==> src/rtl/tmds_pkg.sv <==
// Shared TMDS definitions: control tokens, lane enum, popcount and default
// disparity counter width used by tmds_lane and tmds_tx.
package tmds_pkg;

    localparam int CW_DEFAULT = 5;

    localparam logic [9:0] TOKEN_C00 = 10'b1101010100;
    localparam logic [9:0] TOKEN_C01 = 10'b0010101011;
    localparam logic [9:0] TOKEN_C10 = 10'b0101010100;
    localparam logic [9:0] TOKEN_C11 = 10'b1010101011;

    typedef enum logic [1:0] {
        BLUE  = 2'd0,
        GREEN = 2'd1,
        RED   = 2'd2
    } lane_e;

    function automatic logic [3:0] popcount8(input logic [7:0] d);
        logic [3:0] n;
        n = '0;
        for (int i = 0; i < 8; i++) begin
            n = n + {3'b000, d[i]};
        end
        return n;
    endfunction

    function automatic logic [9:0] ctrl_token(input logic [1:0] c);
        logic [9:0] t;
        t = TOKEN_C00;
        case (c)
            2'b00: t = TOKEN_C00;
            2'b01: t = TOKEN_C01;
            2'b10: t = TOKEN_C10;
            2'b11: t = TOKEN_C11;
        endcase
        return t;
    endfunction

endpackage

==> src/rtl/tmds_lane.sv <==
// One TMDS lane: stage 1 builds the transition-minimised q_m, stage 2 applies
// DC balancing with a private running-disparity counter.
module tmds_lane
    import tmds_pkg::*;
#(
    parameter int CW = CW_DEFAULT
)
(
    input  logic       dot_clk,
    input  logic       reset,
    input  logic [7:0] data,
    input  logic       de_s1,
    input  logic [1:0] ctrl_s1,
    output logic [9:0] symbol
);

    localparam logic signed [CW-1:0] EIGHT = CW'(8);
    localparam logic signed [CW-1:0] TWO   = CW'(2);

    logic [3:0]             n1_d;
    logic                   use_xnor;
    logic [8:0]             qm_d;
    logic [8:0]             qm;
    logic signed [CW-1:0]   n1_w;
    logic signed [CW-1:0]   diff;
    logic signed [CW-1:0]   cnt;
    logic signed [CW-1:0]   cnt_d;
    logic [9:0]             sym_d;

    always_comb begin
        n1_d     = popcount8(data);
        use_xnor = (n1_d > 4'd4) || ((n1_d == 4'd4) && !data[0]);
        qm_d     = '0;
        qm_d[0]  = data[0];
        for (int i = 1; i < 8; i++) begin
            qm_d[i] = use_xnor ? ~(qm_d[i-1] ^ data[i]) : (qm_d[i-1] ^ data[i]);
        end
        qm_d[8] = ~use_xnor;
    end

    always_ff @(posedge dot_clk) begin
        if (reset) begin
            qm <= '0;
        end else begin
            qm <= qm_d;
        end
    end

    // diff is n1 - n0 of q_m[7:0], which equals 2*n1 - 8.
    always_comb begin
        n1_w  = signed'(CW'(popcount8(qm[7:0])));
        diff  = (n1_w <<< 1) - EIGHT;
        sym_d = ctrl_token(ctrl_s1);
        cnt_d = '0;
        if (de_s1) begin
            if ((cnt == 0) || (diff == 0)) begin
                sym_d = {~qm[8], qm[8], (qm[8] ? qm[7:0] : ~qm[7:0])};
                cnt_d = cnt + (qm[8] ? diff : -diff);
            end else if (((cnt > 0) && (diff > 0)) || ((cnt < 0) && (diff < 0))) begin
                sym_d = {1'b1, qm[8], ~qm[7:0]};
                cnt_d = cnt + (qm[8] ? TWO : '0) - diff;
            end else begin
                sym_d = {1'b0, qm[8], qm[7:0]};
                cnt_d = cnt - (qm[8] ? '0 : TWO) + diff;
            end
        end
    end

    always_ff @(posedge dot_clk) begin
        if (reset) begin
            cnt    <= '0;
            symbol <= TOKEN_C00;
        end else begin
            cnt    <= cnt_d;
            symbol <= sym_d;
        end
    end

endmodule

==> src/rtl/tmds_tx.sv <==
// Three-lane DVI TMDS encoder with shared de/sync pipeline. Defining
// TMDS_TEST_PATTERN_EN adds an eight-bar colour generator selected by test_i.
module tmds_tx
    import tmds_pkg::*;
#(
    parameter int BAR_W = 80,
    parameter int CW    = CW_DEFAULT
)
(
    input  logic       dot_clk_i,
    input  logic       reset_i,
    input  logic [7:0] red_i,
    input  logic [7:0] green_i,
    input  logic [7:0] blue_i,
    input  logic       hsync_i,
    input  logic       vsync_i,
    input  logic       de_i,
    input  logic       test_i,
    output logic [9:0] tmds0_o,
    output logic [9:0] tmds1_o,
    output logic [9:0] tmds2_o
);

    logic [7:0] lane_data [3];
    logic [9:0] lane_sym  [3];
    logic       de_s1;
    logic [1:0] sync_s1;

`ifdef TMDS_TEST_PATTERN_EN
    logic [9:0] pix_cnt;
    logic [9:0] bar_full;
    logic [2:0] bar_idx;

    always_ff @(posedge dot_clk_i) begin
        if (reset_i || !de_i) begin
            pix_cnt <= '0;
        end else begin
            pix_cnt <= pix_cnt + 10'd1;
        end
    end

    // Bar order white..black maps to r=~idx[1], g=~idx[2], b=~idx[0].
    always_comb begin
        bar_full        = pix_cnt / 10'(BAR_W);
        bar_idx         = (bar_full > 10'd7) ? 3'd7 : bar_full[2:0];
        lane_data[RED]  = red_i;
        lane_data[GREEN] = green_i;
        lane_data[BLUE] = blue_i;
        if (test_i) begin
            lane_data[RED]   = {8{~bar_idx[1]}};
            lane_data[GREEN] = {8{~bar_idx[2]}};
            lane_data[BLUE]  = {8{~bar_idx[0]}};
        end
    end
`else
    logic unused_cfg;
    assign unused_cfg = test_i ^ (BAR_W > 0);

    always_comb begin
        lane_data[RED]   = red_i;
        lane_data[GREEN] = green_i;
        lane_data[BLUE]  = blue_i;
    end
`endif

    always_ff @(posedge dot_clk_i) begin
        if (reset_i) begin
            de_s1   <= 1'b0;
            sync_s1 <= 2'b00;
        end else begin
            de_s1   <= de_i;
            sync_s1 <= {vsync_i, hsync_i};
        end
    end

    for (genvar g = 0; g < 3; g++) begin : g_lane
        tmds_lane #(.CW(CW)) u_lane (
            .dot_clk (dot_clk_i),
            .reset   (reset_i),
            .data    (lane_data[g]),
            .de_s1   (de_s1),
            .ctrl_s1 ((g == int'(BLUE)) ? sync_s1 : 2'b00),
            .symbol  (lane_sym[g])
        );
    end

    assign tmds0_o = lane_sym[BLUE];
    assign tmds1_o = lane_sym[GREEN];
    assign tmds2_o = lane_sym[RED];

endmodule

==> config.mk <==
export PLATFORM = sky130hd
export DESIGN_NAME = tmds_tx
export DESIGN_NICKNAME = d
export VERILOG_FILES = /design/src/rtl/tmds_pkg.sv /design/src/rtl/tmds_lane.sv /design/src/rtl/tmds_tx.sv
export SDC_FILE = /design/constraint.sdc
export NUM_CORES = 1
export LEC_CHECK = 0
export ABC_AREA = 1
export CORE_MARGIN = 4
export CORE_UTILIZATION = 63
export CTS_CLUSTER_SIZE = 14
export DETAILED_ROUTE_END_ITERATION = 6
export PLACE_DENSITY = 0.87
export SKIP_CTS_REPAIR_TIMING = 1
export SKIP_LAST_GASP = 1
export SYNTH_ARGS = -nofsm -noshare
export SYNTH_HDL_FRONTEND = slang
export SYNTH_SLANG_ARGS = --single-unit
==> constraint.sdc <==
create_clock -name dot_clk_i -period 6.6 [get_ports dot_clk_i]
set_input_delay 0.99 -clock dot_clk_i [delete_from_list [all_inputs] [get_ports dot_clk_i]]
set_output_delay 0.99 -clock dot_clk_i [all_outputs]
set_load 0.05 [all_outputs]
### Word-level counts from Yosys, hierarchy flattened

Cells that the tools add are included.

* bits in registers: 75
* bits in latches: 0
* bits in writable memories: 0
* ROM bits: 0
* bits of input ports: 30
* output and inout port bits: 30
* word-level logic and storage cells: 223
* memories kept: 0

* add/subtract/negate cells: 63
* $mul: 0
* div/mod/pow operators: 0
* magnitude comparators: 15
* equality and inequality tests: 6
* shifts and indexed selects: 0
* multiplexer cells: 47
* bitwise logic cells: 52
* reductions and logical operators: 29

Operators with widths (number)
* $logic_not 32->1: 6
* $add 4x1->4: 36
* $mux 10: 7
* $mux 5: 9
* $pmux 10 s4: 1
* $add 5x5->5: 6
* $gt 5x1->1 const B: 6
* $lt 5x1->1 const B: 6
* $not 1->1: 28
* $mux 8: 3
* $not 8->8: 3
* $mux 1: 21
* $xor 1x1->1: 21
* $add 5x2->5: 3
* $neg 5->5: 3
* $sub 5x2->5: 3
* $sub 5x5->5: 3
* $sub 5x5->5 const B: 3
* $add 1x1->2: 6
* $eq 4x3->1 const B: 3
* $gt 4x3->1 const B: 3
* $mux 2: 6
* $logic_and 1x1->1: 9
* $logic_or 1x1->1: 9
* other kinds (5): 8

### Longest topological paths before layout

* depth after elaboration: 29
* gate-level depth with buffers: 20
* depth with buffers taken out: 20

### Modules after synthesis

A second synthesis with hierarchy kept.

* cells, all modules: 789
* area total of the unflattened synthesis: 6154.7 µm²

Modules (own cells, without submodules)
* tmds_lane (g_lane[1].u_lane): instances 1, cells each 260, area each 2080.7 µm²
* tmds_lane (g_lane[0].u_lane): instances 1, cells each 259, area each 2023.2 µm²
* tmds_lane (g_lane[2].u_lane): instances 1, cells each 260, area each 1964.4 µm²
* tmds_tx: instances 1, cells each 10, area each 86.3 µm²

### Worst setup path before layout

No wires, ideal clock.

* kind: flip-flop to flip-flop
* start: reg g_lane[2].u_lane.qm[0]
* end: reg g_lane[2].u_lane.cnt[4]
* library setup time: 0.113 ns
* arrival time: 4.000 ns
* path slack: 2.486 ns
* cell stages (with the launch flop): 16
* buffers on the path: 0
* clock period less this slack: 4.114 ns
* cells stage by stage: dfxtp_1 > ha_1 > inv_1 > fa_1 > fa_1 > fa_1 > fa_1 > xnor2_1 > ha_1 > ha_1 > xnor2_1 > nand2_1 > nand2_1 > o21ai_0 > nor2_1 > nor2_1

* cells in the longest elaborated chain, start to end: 13

RTL lines
* start: declaration: RTL line tmds_lane.sv:23 `logic [8:0] qm;`
* start signal: assignment: RTL line tmds_lane.sv:45 `qm <= qm_d;`
* $add 1x1->2 *: RTL line tmds_pkg.sv:22 `n = n + {3'b000, d[i]};`
* $add 4x1->4 * (6 in series): RTL line tmds_pkg.sv:22
* $sub 5x5->5 *: RTL line tmds_lane.sv:52 `diff = (n1_w <<< 1) - EIGHT;`
* parallel branches: the longest is 4 deep, another holds $neg 5->5
* $mux 5 *: RTL line tmds_lane.sv:56 `if ((cnt == 0) || (diff == 0)) begin`
* end signal: assignment: RTL line tmds_lane.sv:74 `cnt <= cnt_d;`
* end: declaration: RTL line tmds_lane.sv:26 `logic signed [CW-1:0] cnt;`

Mark *: on every way between the ends.
A chain may end at the register's enable or synchronous reset.

### Final worst setup path

Ends and elaborated chain as after synthesis.

==> flow_metrics.py <==
metrics = {
    "run_status": {
        "status": "finished, final reports clean",
    },
    "synthesis": {
        "synthArstFlopShare": 0,
        "synth_top_area_cell": "dfxtp_1",
        "synthAdderAreaFrac": 0.2811,
        "ys_ff_latch": 72,
        "yosys.area_share.simple": 0.1966,
        "synth_area_leaders": "dfxtp_1, ha_1, fa_1, inv_1, nand2_1",
        "synthCells": 732,
        "avgSynthCellArea_um2": 7.868,
        "synth.top_cell.area_share": 0.2503,
        "synth_edf_count": 0,
        "muxShareOfSynthArea": 0,
        "synth_common_cells": "inv_1, nand2_1, dfxtp_1",
        "synth_fp_nets": 868,
        "synth-compound-area-share": 0.1173,
        "syn_area_um2": 5759,
        "ys.flop_type": "dfxtp_1",
        "synth-xor-area-share": 0.04519,
        "synth.distinct_cells": 35,
        "synth.most_common_cell": "inv_1",
        "synth-seq-area-share": 0.2503,
        "synth_top_family_by_area": "adder cells",
        "ys_warn_count": 0,
    },
    "worst_setup_path": {
        "max_stage_delay_ns": 0.52,
        "cp-startpoint": "g_lane[2].u_lane.qm[0]",
        "path_common_cell": "fa_1",
        "cpLargestDelayFamily": "adder cells",
        "path_cells": "ha_1 -> inv_1 -> fa_1 -> fa_1 -> fa_1 -> fa_1 -> xnor2_1 -> ha_1 -> ha_1 -> xnor2_1 -> nand2_1 -> nand2_1 -> o21ai_0 -> nor2_1 -> nor2_1",
        "cp-end-kind": "register",
        "cp_data_required_time_ns": 6.84,
        "r2r_start": "g_lane[2].u_lane.qm[0]",
        "path_buf_inv": 1,
        "cp.arrival_ns": 4.77,
        "crit_type": "register to register",
        "ff2ff_setup_slack_ns": 2.07,
        "cp-start-kind": "register",
        "cp.depth": 15,
        "endpoint": "g_lane[2].u_lane.cnt[4]",
        "reg2reg_to": "g_lane[2].u_lane.cnt[4]",
        "r2r_cells": 15,
        "worst_path_max_delay_cell": "fa_1",
        "worstPathMaxFanout": 5,
    },
    "global_routing": {
        "grtUsageMet2": 0.4411,
        "grt_antenna_before_repair": 0,
        "gr-max-usage-layer": "met2",
        "grt_max_degree": 27,
        "grt_pass1_vias": 4960,
        "overflow": 0,
        "grt.total_usage": 0.2321,
        "grt_use_met3": 0.03047,
        "met1_usage": 0.2565,
        "grt_pass1_wl_um": 20990,
    },
    "place": {
        "gp_congestion": 0.9047,
        "hpwl_um": 9625,
        "portBuffers": 58,
        "place_inst": 889,
        "placed_area_um2": 6422,
    },
    "floorplanning": {
        "dieHeight_um": 103.6,
        "initial_core_util": 0.6540,
        "die-area_um2": 10740,
        "dieWidth_um": 103.6,
        "design.core.area_um2": 8806,
        "rows": 34,
        "num_io_pins": 60,
    },
    "flow_run": {
        "maxCapViolCount": 0,
    },
    "sta": {
        "relSlewSlack": 0.3230,
        "worst_slew_pin_slew_ns": 1.012,
        "min_period_ns": 4.529,
        "hold_viol": 0,
        "post-route-period-util": 0.6862,
        "fin_setup_tns_ns": 0,
        "finalSetupViolCount": 0,
        "fin_skew_ns": 0.01047,
        "rsz0062_at_grt": "no",
        "fmax_mhz": 220.8,
        "slew_viol_final": 0,
        "whs_ns": 0.4521,
    },
    "clock_network": {
        "path_clk_slew_ns": 0.07,
        "clk_latency_ns": 0.36,
        "cts_root_buf": "clkbuf_8",
        "clockBufferDepth": 2,
        "htreeDepth": 3,
        "cts_buffers": 9,
        "cts_tree": "yes",
        "cts_sinks": 72,
    },
    "cells_and_area": {
        "diodes": 0,
        "fin_util": 0.7576,
        "area_growth_syn_to_layout_pct": 15.84,
        "fin_nets": 928,
        "final_cell_area_um2": 6671,
        "final_cells": 905,
        "drive_gt1_frac": 0.08783,
    },
    "power_and_ir_drop": {
        "power.leakage_uw": 0.003368,
        "p_per_area_nw_per_um2": 567.2,
        "peakVddDrop_mv": 0.2453,
    },
    "detailed_routing": {
        "drt-wirelength-per-cell_um": 13.33,
        "drc": 0,
        "vias": 4807,
        "detail-route-antenna-nets": 0,
        "finalWirelength_um": 12070,
        "post_drt_via_cell_ratio": 5.312,
        "first_iter_violations": 172,
        "dr.pass1.iters": 5,
    },
    "worst_hold_path": {
        "hp-class": "register to register",
    },
}
-- registers in the layout, summed over array words and instances, names as in the netlist --
register	count
sync_s1	2
g_lane.u_lane.qm	27
de_s1	1
g_lane.u_lane.symbol	30
g_lane.u_lane.cnt	12
-- power by group --
part	switching, µW	internal [µW]	leakage (µW)
registers	67.5	523	0.000594
logic	1710	1050	0.00265
clock network	178	256	0.000125
-- layout by cell type (no fill, tap or decap), drive strengths merged --
cell type and instances:
a21oi 48, a31oi 3, buf 1, bufinv 3
clkbuf 9, clkdlybuf4s50 58, clkinv 1, dfxtp 72
fa 39, ha 67, inv 155, nand2 141
nand2b 1, nand3 57, nor2 47, nor3 1
o211ai 7, o21ai 51, o22ai 3, o31ai 1
or2 4, xnor2 13, xor2 15
-- worst min-delay path by stage --
stage,start,to,slack (ns),cells after the start
global placement,g_lane[2].u_lane.qm[7],g_lane[2].u_lane.symbol[7],0.44,1
floorplan,g_lane[1].u_lane.qm[3],g_lane[1].u_lane.symbol[3],0.42,1
CTS,g_lane[2].u_lane.qm[3],g_lane[2].u_lane.symbol[3],0.45,1
global route,g_lane[2].u_lane.qm[7],g_lane[2].u_lane.symbol[7],0.47,1
finish,g_lane[2].u_lane.qm[3],g_lane[2].u_lane.symbol[3],0.45,1
detailed placement,g_lane[2].u_lane.qm[3],g_lane[2].u_lane.symbol[3],0.44,1
-- layer usage --
layer / vias to the layer above / routed length, µm
li1: 2414 / -
met1: 2246 / 4882
met2: 118 / 6403
met3: 29 / 452
met4: 0 / 329
met5: - / 0
-- metrics by stage --
| stage | power, µW | setup slack [ns] |
|---|---|---|
| final | 3784 | 2.071 |
| after global placement | 3143 | 1.943 |
| after global routing | 4208 | 1.833 |
| after detailed placement | 3326 | 1.846 |
| after CTS | 3781 | 2.083 |
| after floorplan | 2762 | 2.486 |
-- worst register-to-register path, delay by kind of cell, from the launching register on --
kind | cells | cell delay, ns
flip-flops | 1 | 0.34
AND/OR/NAND/NOR | 4 | 0.35
adder cells (fa/ha/maj) | 7 | 2.94
buffers and inverters | 1 | 0.05
AO/OA/AOI/OAI | 1 | 0.07
XOR/XNOR | 2 | 0.69
-- area by class of cell --
cell class | count | area [µm²]
Sequential cell | 72 | 1441
Fill cell | 623 | 2135
Tap cell | 108 | 135.1
Timing Repair Buffer | 59 | 588.1
Clock inverter | 7 | 125.1
Multi-Input combinational cell | 498 | 3687
Clock buffer | 9 | 123.9
Inverter | 152 | 570.5
-- cells by family after synthesis --
family | Yosys count
flops | 72
xor+xnor | 28
fa+ha+maj | 106
simple gates | 251
compound gates | 113
buf+inv | 162
(Power assumes the default switching activity.)
==> RTL edit: new RTL, same flow settings <==
Set the package constant `CW_DEFAULT` to 6 (it was 5).
--- a/src/rtl/tmds_pkg.sv
+++ b/src/rtl/tmds_pkg.sv
@@ -2,7 +2,7 @@
 // disparity counter width used by tmds_lane and tmds_tx.
 package tmds_pkg;
 
-    localparam int CW_DEFAULT = 5;
+    localparam int CW_DEFAULT = 6;
 
     localparam logic [9:0] TOKEN_C00 = 10'b1101010100;
     localparam logic [9:0] TOKEN_C01 = 10'b0010101011;
Function: no difference found for any inputs over 4 cycles, from zero or initial values and one cycle with reset_i high; that may be too few to reach the edited logic, so the function may still have changed.
==> RTL edit against the original RTL <==
Sequential cell count rose by 3; utilization shrank 1.2 points; critical path depth up 8; count of clock-buffer cells in the layout is 1 higher; fmax down 5.2%; worst setup slack worse by 0.25 ns; final area up 11%; synthesized area grew 13%; critical path type unchanged; critical endpoint is now g_lane[2].u_lane.cnt[5]; wire length up 9.4%; clock skew rose by 0.0015 ns; synthesized cell count up 15%; first-iteration DRC count up 53%.
Power is left out: the tool's default activity adds up to more than one toggle a clock period on the data nets, which glitch-free logic cannot reach.
==> RTL edit: results (changes against the original RTL) <==
metric;value;unit;change
status;finished, final reports clean;;
grt_pass1_wl;22400;µm;+6.7%
synth_cell_types;36;;+2.9%
syn-num-nets;1003;;+16%
routed_wl;13200;µm;+9.4%
grt_antenna_before_repair;0;;unchanged
hp-class;flip-flop to flip-flop;;
yosys_warnings;0;;unchanged
critPathMaxFanout;4;;-1
post-dp-hpwl;10790;µm;+12%
fin_skew;0.01196;ns;+0.001484 ns
reg2reg_depth;23;;+8
synthFlopType;dfxtp_1;;
ys_seq_area_frac;0.2302;;-0.02003
clkSlewWorstSetupHoldPaths;0.08;ns;
layout-drive-gt1-share;0.07591;;-0.01192
finalNetCount;1064;;+15%
highest_layer;met4;;
fp.dieW;109.7;µm;+5.9%
reg_top3;g_lane.u_lane.symbol (30), g_lane.u_lane.qm (27), g_lane.u_lane.cnt (15);;
grt_pass1_vias;5224;;+5.3%
met3_length;484;µm;+7.1%
vias_per_cell;5.145;;-3.1%
grt_max_degree;30;;+11%
cts_made_buffers;9;;unchanged
grt_usage;0.2327;;+0.0005788
dr.first_iter.drc_count;264;;+53%
synth-edff-count;0;;unchanged
gp_congestion;0.9042;;about the same
yosys-top-cells-count;168 x inv_1, 154 x nand2_1, 91 x ha_1, 75 x dfxtp_1, 49 x nor2_1;;
insertion_delay;0.36;ns;about the same
drt_pass1_iterations;5;;unchanged
yosys-top-cells-area;dfxtp_1 23%, ha_1 17%, fa_1 12%;;
cp.arrival;5.07;ns;+0.30 ns
tightest_slew;0.6684;ns;-0.3439 ns
wl_met2;6824;µm;+6.6%
wl_met1;5683;µm;+16%
[RTL edit: area by class of cell]
| cell class | instances | area (µm²) |
|---|---|---|
| Clock inverter | 6 | 40.04 |
| Timing Repair Buffer | 59 | 588.1 |
| Inverter | 180 | 678.2 |
| Clock buffer | 10 | 127.6 |
| Tap cell | 133 | 166.4 |
| Fill cell | 727 | 2522 |
| Sequential cell | 75 | 1501 |
| Multi-Input combinational cell | 579 | 4285 |
[RTL edit: worst paths after layout]
kind | from | endpoint | slack (ns)
worst max-delay path | g_lane[2].u_lane.qm[0] | g_lane[2].u_lane.cnt[5] | 1.82
worst min-delay path | g_lane[1].u_lane.qm[5] | g_lane[1].u_lane.symbol[5] | 0.47
worst max register to register | g_lane[2].u_lane.qm[0] | g_lane[2].u_lane.cnt[5] | 1.82
worst min register to register | g_lane[1].u_lane.qm[5] | g_lane[1].u_lane.symbol[5] | 0.47
[RTL edit: critical path, cell delays in order, from the launching register on]
cell     delay (ns)
dfxtp_1        0.33
ha_1           0.28
inv_1          0.05
fa_1           0.51
fa_1           0.58
fa_1           0.20
inv_1          0.06
fa_1           0.38
or2_2          0.28
nand2_1        0.12
inv_1          0.11
ha_1           0.34
inv_1          0.08
ha_1           0.29
inv_1          0.06
ha_1           0.28
inv_1          0.09
a21oi_1        0.05
nor2_1         0.14
xor2_1         0.17
nand2_1        0.07
nand2_1        0.06
nand2_1        0.05
a21oi_1        0.12
[RTL edit: through the flow]
stage               cell area (µm²)  std cells  setup slack, ns
floorplan                      6521        843            2.226
global placement               7219       1026            1.914
detailed placement             7219       1026            1.842
CTS                            7387       1042            1.838
global route                   7387       1042            1.512
finish                         7387       1042            1.820
[RTL edit: kinds of logic after synthesis]
group / share of synthesized area
AO/OA/AOI/OAI: 0.09593
XOR/XNOR: 0.05890
adder cells (fa/ha/maj): 0.2943
buffers and inverters: 0.1126
flip-flops: 0.2302
AND/OR/NAND/NOR: 0.2080
[RTL edit: metal layers]
layer  track usage  vias up
met2        0.4333      112
met4       0.07658        0
li1              -     2749
met5             0        -
met3       0.03464       19
met1        0.2713     2481
